[src/rtl/tx_arbiter_if.sv]
// tx_arbiter_if: requester and UART-transmitter signal bundle for tx_arbiter.
// master = environment side (requesters and UART), slave = arbiter side.
interface tx_arbiter_if;
    logic       req0_valid;
    logic [7:0] req0_byte;
    logic       req0_last;
    logic       req0_ready;
    logic       req1_valid;
    logic [7:0] req1_byte;
    logic       req1_last;
    logic       req1_ready;
    logic       tx_ready;
    logic       tx_dv;
    logic [7:0] tx_byte;
    logic [1:0] grant;
    logic       busy;

    modport master (
        output req0_valid, req0_byte, req0_last,
        output req1_valid, req1_byte, req1_last,
        output tx_ready,
        input  req0_ready, req1_ready,
        input  tx_dv, tx_byte, grant, busy
    );

    modport slave (
        input  req0_valid, req0_byte, req0_last,
        input  req1_valid, req1_byte, req1_last,
        input  tx_ready,
        output req0_ready, req1_ready,
        output tx_dv, tx_byte, grant, busy
    );
endinterface

[src/rtl/tx_arbiter.sv]
// tx_arbiter: two-requester, round-robin, message-locked byte arbiter feeding
// a UART transmitter. A grant is held for a whole message (until a byte with
// last=1) or until MAX_BURST bytes have been sent, whichever comes first.
// Optional feature: define TX_ARBITER_CRLF_EN to append 8'h0D, 8'h0A after
// every completed message (not after a forced MAX_BURST release).
module tx_arbiter #(
    parameter int MAX_BURST = 32
) (
    input  logic         clk,
    input  logic         rst_n,
    tx_arbiter_if.slave  bus
);

    localparam logic [7:0] MAX_BURST_C = 8'(MAX_BURST);

    typedef enum logic [2:0] {
        S_IDLE        = 3'd0,
        S_LOAD        = 3'd1,
        S_WAIT_ACCEPT = 3'd2,
        S_WAIT_IDLE   = 3'd3
`ifdef TX_ARBITER_CRLF_EN
        ,
        S_CR          = 3'd4,
        S_LF          = 3'd5
`endif
    } state_t;

    state_t     state_q;
    logic [1:0] grant_q;
    logic       tx_dv_q;
    logic [7:0] tx_byte_q;
    logic       last_q;
    logic [7:0] burst_q;
    logic       last_owner_q;   // 0 = req0 served last, 1 = req1 served last
`ifdef TX_ARBITER_CRLF_EN
    logic [1:0] crlf_phase_q;   // 0 = data, 1 = CR sent, 2 = LF sent
`endif

    logic [1:0] grant_d;
    logic       sel_valid;
    logic [7:0] sel_byte;
    logic       sel_last;
    logic       release_d;
    logic       reload_d;
`ifdef TX_ARBITER_CRLF_EN
    logic       send_cr_d;
    logic       send_lf_d;
`endif

    // Round-robin pick among valid requesters; ties go to the one not served last.
    always_comb begin
        grant_d = 2'b00;
        if (bus.req0_valid && bus.req1_valid) begin
            grant_d = last_owner_q ? 2'b01 : 2'b10;
        end else if (bus.req0_valid) begin
            grant_d = 2'b01;
        end else if (bus.req1_valid) begin
            grant_d = 2'b10;
        end
    end

    // Mux the offer of the currently granted requester.
    always_comb begin
        sel_valid = 1'b0;
        sel_byte  = 8'h00;
        sel_last  = 1'b0;
        if (grant_q[0]) begin
            sel_valid = bus.req0_valid;
            sel_byte  = bus.req0_byte;
            sel_last  = bus.req0_last;
        end else if (grant_q[1]) begin
            sel_valid = bus.req1_valid;
            sel_byte  = bus.req1_byte;
            sel_last  = bus.req1_last;
        end
    end

    // Decide what happens when the UART goes idle again after a byte.
    always_comb begin
        release_d = 1'b0;
        reload_d  = 1'b0;
`ifdef TX_ARBITER_CRLF_EN
        send_cr_d = 1'b0;
        send_lf_d = 1'b0;
`endif
        if (state_q == S_WAIT_IDLE && bus.tx_ready) begin
            if (last_q) begin
`ifdef TX_ARBITER_CRLF_EN
                case (crlf_phase_q)
                    2'd0:    send_cr_d = 1'b1;
                    2'd1:    send_lf_d = 1'b1;
                    default: release_d = 1'b1;
                endcase
`else
                release_d = 1'b1;
`endif
            end else if (burst_q == MAX_BURST_C) begin
                release_d = 1'b1;
            end else begin
                reload_d = 1'b1;
            end
        end
    end

    // Main arbiter FSM with registered UART-side outputs.
    always_ff @(posedge clk or negedge rst_n) begin
        if (!rst_n) begin
            state_q      <= S_IDLE;
            grant_q      <= 2'b00;
            tx_dv_q      <= 1'b0;
            tx_byte_q    <= 8'h00;
            last_q       <= 1'b0;
            burst_q      <= 8'd0;
            last_owner_q <= 1'b1;
`ifdef TX_ARBITER_CRLF_EN
            crlf_phase_q <= 2'd0;
`endif
        end else begin
            tx_dv_q <= 1'b0;
            case (state_q)
                S_IDLE: begin
                    if (bus.tx_ready && (grant_d != 2'b00)) begin
                        grant_q <= grant_d;
                        state_q <= S_LOAD;
                    end
                end
                S_LOAD: begin
                    // Grant stays locked here until the owner offers its next byte.
                    if (sel_valid) begin
                        tx_byte_q <= sel_byte;
                        last_q    <= sel_last;
                        burst_q   <= burst_q + 8'd1;
                        tx_dv_q   <= 1'b1;
                        state_q   <= S_WAIT_ACCEPT;
                    end
                end
                S_WAIT_ACCEPT: begin
                    if (!bus.tx_ready) begin
                        state_q <= S_WAIT_IDLE;
                    end
                end
                S_WAIT_IDLE: begin
                    if (release_d) begin
                        grant_q      <= 2'b00;
                        last_owner_q <= grant_q[1];
                        burst_q      <= 8'd0;
                        last_q       <= 1'b0;
                        state_q      <= S_IDLE;
`ifdef TX_ARBITER_CRLF_EN
                        crlf_phase_q <= 2'd0;
                    end else if (send_cr_d) begin
                        state_q <= S_CR;
                    end else if (send_lf_d) begin
                        state_q <= S_LF;
`endif
                    end else if (reload_d) begin
                        state_q <= S_LOAD;
                    end
                end
`ifdef TX_ARBITER_CRLF_EN
                S_CR: begin
                    tx_byte_q    <= 8'h0D;
                    tx_dv_q      <= 1'b1;
                    crlf_phase_q <= 2'd1;
                    state_q      <= S_WAIT_ACCEPT;
                end
                S_LF: begin
                    tx_byte_q    <= 8'h0A;
                    tx_dv_q      <= 1'b1;
                    crlf_phase_q <= 2'd2;
                    state_q      <= S_WAIT_ACCEPT;
                end
`endif
                default: begin
                    state_q <= S_IDLE;
                    grant_q <= 2'b00;
                end
            endcase
        end
    end

    assign bus.req0_ready = (state_q == S_LOAD) && grant_q[0];
    assign bus.req1_ready = (state_q == S_LOAD) && grant_q[1];
    assign bus.tx_dv      = tx_dv_q;
    assign bus.tx_byte    = tx_byte_q;
    assign bus.grant      = grant_q;
    assign bus.busy       = (state_q != S_IDLE);

endmodule

[src/flat_wrapper.sv]
// flat-port wrapper written by rule: the top's interface ports become plain ports
module tx_arbiter_flat 
#(
    parameter int MAX_BURST = 32
)
  (clk, rst_n, bus_req0_valid, bus_req0_byte, bus_req0_last, bus_req1_valid, bus_req1_byte, bus_req1_last, bus_tx_ready, bus_req0_ready, bus_req1_ready, bus_tx_dv, bus_tx_byte, bus_grant, bus_busy);
  tx_arbiter_if bus_i ();
  input  logic clk;
  input  logic rst_n;
  input wire logic [$bits(bus_i.req0_valid)-1:0] bus_req0_valid;
  input wire logic [$bits(bus_i.req0_byte)-1:0] bus_req0_byte;
  input wire logic [$bits(bus_i.req0_last)-1:0] bus_req0_last;
  input wire logic [$bits(bus_i.req1_valid)-1:0] bus_req1_valid;
  input wire logic [$bits(bus_i.req1_byte)-1:0] bus_req1_byte;
  input wire logic [$bits(bus_i.req1_last)-1:0] bus_req1_last;
  input wire logic [$bits(bus_i.tx_ready)-1:0] bus_tx_ready;
  output wire logic [$bits(bus_i.req0_ready)-1:0] bus_req0_ready;
  output wire logic [$bits(bus_i.req1_ready)-1:0] bus_req1_ready;
  output wire logic [$bits(bus_i.tx_dv)-1:0] bus_tx_dv;
  output wire logic [$bits(bus_i.tx_byte)-1:0] bus_tx_byte;
  output wire logic [$bits(bus_i.grant)-1:0] bus_grant;
  output wire logic [$bits(bus_i.busy)-1:0] bus_busy;
  assign bus_i.req0_valid = bus_req0_valid;
  assign bus_i.req0_byte = bus_req0_byte;
  assign bus_i.req0_last = bus_req0_last;
  assign bus_i.req1_valid = bus_req1_valid;
  assign bus_i.req1_byte = bus_req1_byte;
  assign bus_i.req1_last = bus_req1_last;
  assign bus_i.tx_ready = bus_tx_ready;
  assign bus_req0_ready = bus_i.req0_ready;
  assign bus_req1_ready = bus_i.req1_ready;
  assign bus_tx_dv = bus_i.tx_dv;
  assign bus_tx_byte = bus_i.tx_byte;
  assign bus_grant = bus_i.grant;
  assign bus_busy = bus_i.busy;
  tx_arbiter #(.MAX_BURST(MAX_BURST)) u_core (.clk(clk), .rst_n(rst_n), .bus(bus_i));
endmodule
[config.mk]
export PLATFORM = sky130hd
export DESIGN_NAME = tx_arbiter_flat
export DESIGN_NICKNAME = d
export VERILOG_FILES = /design/src/rtl/tx_arbiter_if.sv /design/src/rtl/tx_arbiter.sv /design/src/flat_wrapper.sv
export SDC_FILE = /design/constraint.sdc
export NUM_CORES = 1
export LEC_CHECK = 0
export BUFFER_PORTS_ARGS = -buffer_cell sky130_fd_sc_hd__buf_2
export CORE_MARGIN = 4
export CORE_UTILIZATION = 51
export DETAILED_ROUTE_END_ITERATION = 7
export GPL_ROUTABILITY_DRIVEN = 0
export PLACE_DENSITY_LB_ADDON = 0.05
export SLEW_MARGIN = 20
export SYNTH_ARGS = -nofsm -noshare
export SYNTH_HDL_FRONTEND = slang
export SYNTH_SLANG_ARGS = --single-unit
[constraint.sdc]
create_clock -name clk -period 2.4 [get_ports clk]
set_input_delay 0.24 -clock clk [delete_from_list [all_inputs] [get_ports clk]]
set_output_delay 0.24 -clock clk [all_outputs]
set_load 0.02 [all_outputs]
==> results.toml <==
[status]
outcome = "finished clean"

[logic_synthesis]
ys_seq_elements = 23
synth_cells = 135
yosysWarnings = 0
avgSynthCellArea_um2 = 9.69
seq_area_frac_synth = 0.441
syn_area_um2 = 1310
synth_cell_types = 42
synthesis.nets = 164

[cells_and_area]
n_fill_cell = 218
diodes = 0
design_area_um2 = 1540
utilization = 0.628
syn_to_final_growth_pct = 18.0
layout-drive-gt1-share = 0.279
nNetsFinal = 202

[worst_setup_path]
critPathRequiredTime_ns = 2.60
path_class = "reg -> reg"
worst_setup_path_end_kind = "flip-flop"
critPathMaxFanout = 18
startpoint = "u_core.bus.grant[0]"
arrival_ns = 2.19
r2r_slack_ns = 0.41
start_kind = "flip-flop"
rr_startpoint = "u_core.bus.grant[0]"

[floorplan]
dieArea_um2 = 3440
rows = 18
die_h_um = 58.6
initial_core_util = 0.533
die_w_um = 58.6
core_um2 = 2450
io_pins = 37

[global_routing]
grt_start_max_net_pins = 24
grt.total_usage = 0.173
grt_pass1_vias = 1097
antenna_found_initial = 0
grt_pass1_wl_um = 4670
grt.overflow.total = 0

[clocking]
clockRootBuffer = "clkbuf_4"
htree_levels = 1
clock_path_buffers = 2
cts_resized = 0
holdBufCountCts = 1
clock_latency_ns = 0.31
postCtsSetupRepairBufs = 0
cts_sinks = 23
cts_tree = "done"
numCtsBuffers = 3
clk_transition_reported_paths_ns = 0.13

[power]
power.density_nw_per_um2 = 387
irDropWorstVdd_mv = 0.335
leakagePower_nw = 0.764

[sta]
max_clock_freq_mhz = 503
hold_viol_final = 0
grt_setup_unrepaired = "false"
max_slew.worst_pin.slew_ns = 0.539
fin_crit_ns = 1.99
drv_slew = 0
fin_worst_skew_ns = 0.00599
tns_ns = 0
setup_violations = 0
post-route-period-util = 0.828
relSlewSlack = 0.640

[route]
drt-total-wl_um = 2880
drt_iter0_drc = 17
viasPerCell = 5.65
drtPass1Iterations = 4
drc = 0
dr_total_vias = 1142
drtAntennaViolNets = 0
wire_per_inst_um = 14.2

[worst_hold_path]
min_path_type = "in -> reg"
worstHoldStart = "bus_req0_byte[6]"

[placement]
io_buffer_count = 36
hpwl_um = 2170
placedInstanceArea_um2 = 1510

[flow_run]
drv_cap = 0
logic make-up after synthesis:
| kind of cell | synth area share |
|---|---|
| AO/OA/AOI/OAI | 0.219 |
| multiplexers | 0.0344 |
| adder cells (fa/ha/maj) | 0.0574 |
| AND/OR/NAND/NOR | 0.201 |
| flip-flops | 0.441 |
| buffers and inverters | 0.0469 |
placed cells by master, fill, tap and decap left out, types with 3 or more instances in the layout:
cell / n
nand2_1: 19
nand3_1: 3
nor2_1: 4
and2_1: 3
dfrtp_1: 22
clkbuf_4: 3
a22oi_1: 8
buf_2: 36
ha_1: 6
and3_1: 3
o21ai_0: 13
a21oi_1: 4
inv_1: 9
cell type report:
cell class / count / area (µm²) / share of cell area
clock buffers: 3 / 22.5 / 0.0146
well taps: 30 / 37.5 / 0.0243
flip-flops and latches: 23 / 577 / 0.374
repair buffers: 38 / 198 / 0.128
multi-input cells: 98 / 669 / 0.434
inverters: 9 / 33.8 / 0.0219
clock inverters: 1 / 5.00 / 0.00324
worst max-delay path, cell delays in order, from the launching register on:
cell      delay (ns)
dfrtp_1         0.59
nand3b_1        0.27
a31o_2          0.29
or2_1           0.33
a221o_1         0.39
synthesized netlist by cell type:
cell type / n / share of area
nor2b_1: 2 / 0.0096
a211oi_1: 1 / 0.0057
or2_1: 1 / 0.0048
dfstp_2: 1 / 0.020
and4bb_2: 1 / 0.0096
nor3_1: 1 / 0.0038
nor3b_1: 1 / 0.0057
nor4bb_1: 1 / 0.0077
mux2_1: 2 / 0.017
nor4_1: 2 / 0.0096
or3b_1: 1 / 0.0067
o221ai_1: 2 / 0.013
buf_6: 1 / 0.0086
o21ai_1: 1 / 0.0038
o2bb2ai_1: 1 / 0.0067
and3b_1: 1 / 0.0067
nor2_1: 4 / 0.011
a221o_1: 2 / 0.015
dfrtp_1: 22 / 0.42
o32a_1: 1 / 0.0077
nand3_1: 3 / 0.011
a221oi_2: 1 / 0.011
a22o_1: 1 / 0.0067
inv_1: 9 / 0.026
o21ai_0: 13 / 0.050
and3_1: 3 / 0.014
nor4b_2: 1 / 0.011
clkbuf_1: 2 / 0.0057
a211o_1: 2 / 0.013
mux2_2: 2 / 0.017
buf_2: 1 / 0.0038
nand2_1: 19 / 0.055
a31o_2: 1 / 0.0067
a22oi_1: 8 / 0.046
nor4b_1: 2 / 0.013
nand3b_1: 1 / 0.0057
o21a_1: 1 / 0.0057
buf_1: 1 / 0.0029
a21oi_1: 4 / 0.015
o211ai_1: 2 / 0.011
ha_1: 6 / 0.057
and2_1: 3 / 0.014
per-stage QoR:
stage	setup slack (ns)	cells	hold slack (ns)	total power [mW]
2_1_floorplan	0.635	135	-0.0556	0.396
3_3_place_gp	0.496	197	0.242	0.423
3_5_place_dp	0.442	197	0.251	0.424
4_1_cts	0.421	202	0.185	0.612
5_1_grt	0.277	202	0.209	0.625
6_report	0.413	202	0.193	0.597
where the power goes:
group	switching [mW]	internal, mW
Sequential	0	0.388
Combinational	0.0157	0.0139
Clock	0.118	0.0623
Total	0.134	0.464
worst paths after layout:
check / endpoint / cells after the start
setup / recovery: u_core.burst_q[7] / 4
hold / removal: u_core.bus.tx_byte[6] / 3
setup reg to reg: u_core.burst_q[7] / 4
hold reg to reg: u_core.bus.tx_byte[2] / 2
max in group asynchronous: u_core.last_owner_q / 2
min in group asynchronous: u_core.bus.tx_byte[2] / 2
state kept, by name, summed over array words and instances (netlist names):
name / cells
u_core.bus.tx_byte: 8
u_core.bus.tx_dv: 1
u_core.last_q: 1
u_core.bus.grant: 2
u_core.state_q: 2
u_core.last_owner_q: 1
u_core.burst_q: 8
routing by layer:
| layer | up-vias | track usage | routed length (µm) |
|---|---|---|---|
| met5 | - | 0 | 0 |
| met4 | 0 | 0.0841 | 27 |
| met3 | 4 | 0.0219 | 99 |
| met2 | 29 | 0.279 | 1410 |
| met1 | 536 | 0.229 | 1340 |
| li1 | 573 | - | - |
No activity file was read; power rests on OpenSTA's default activity.
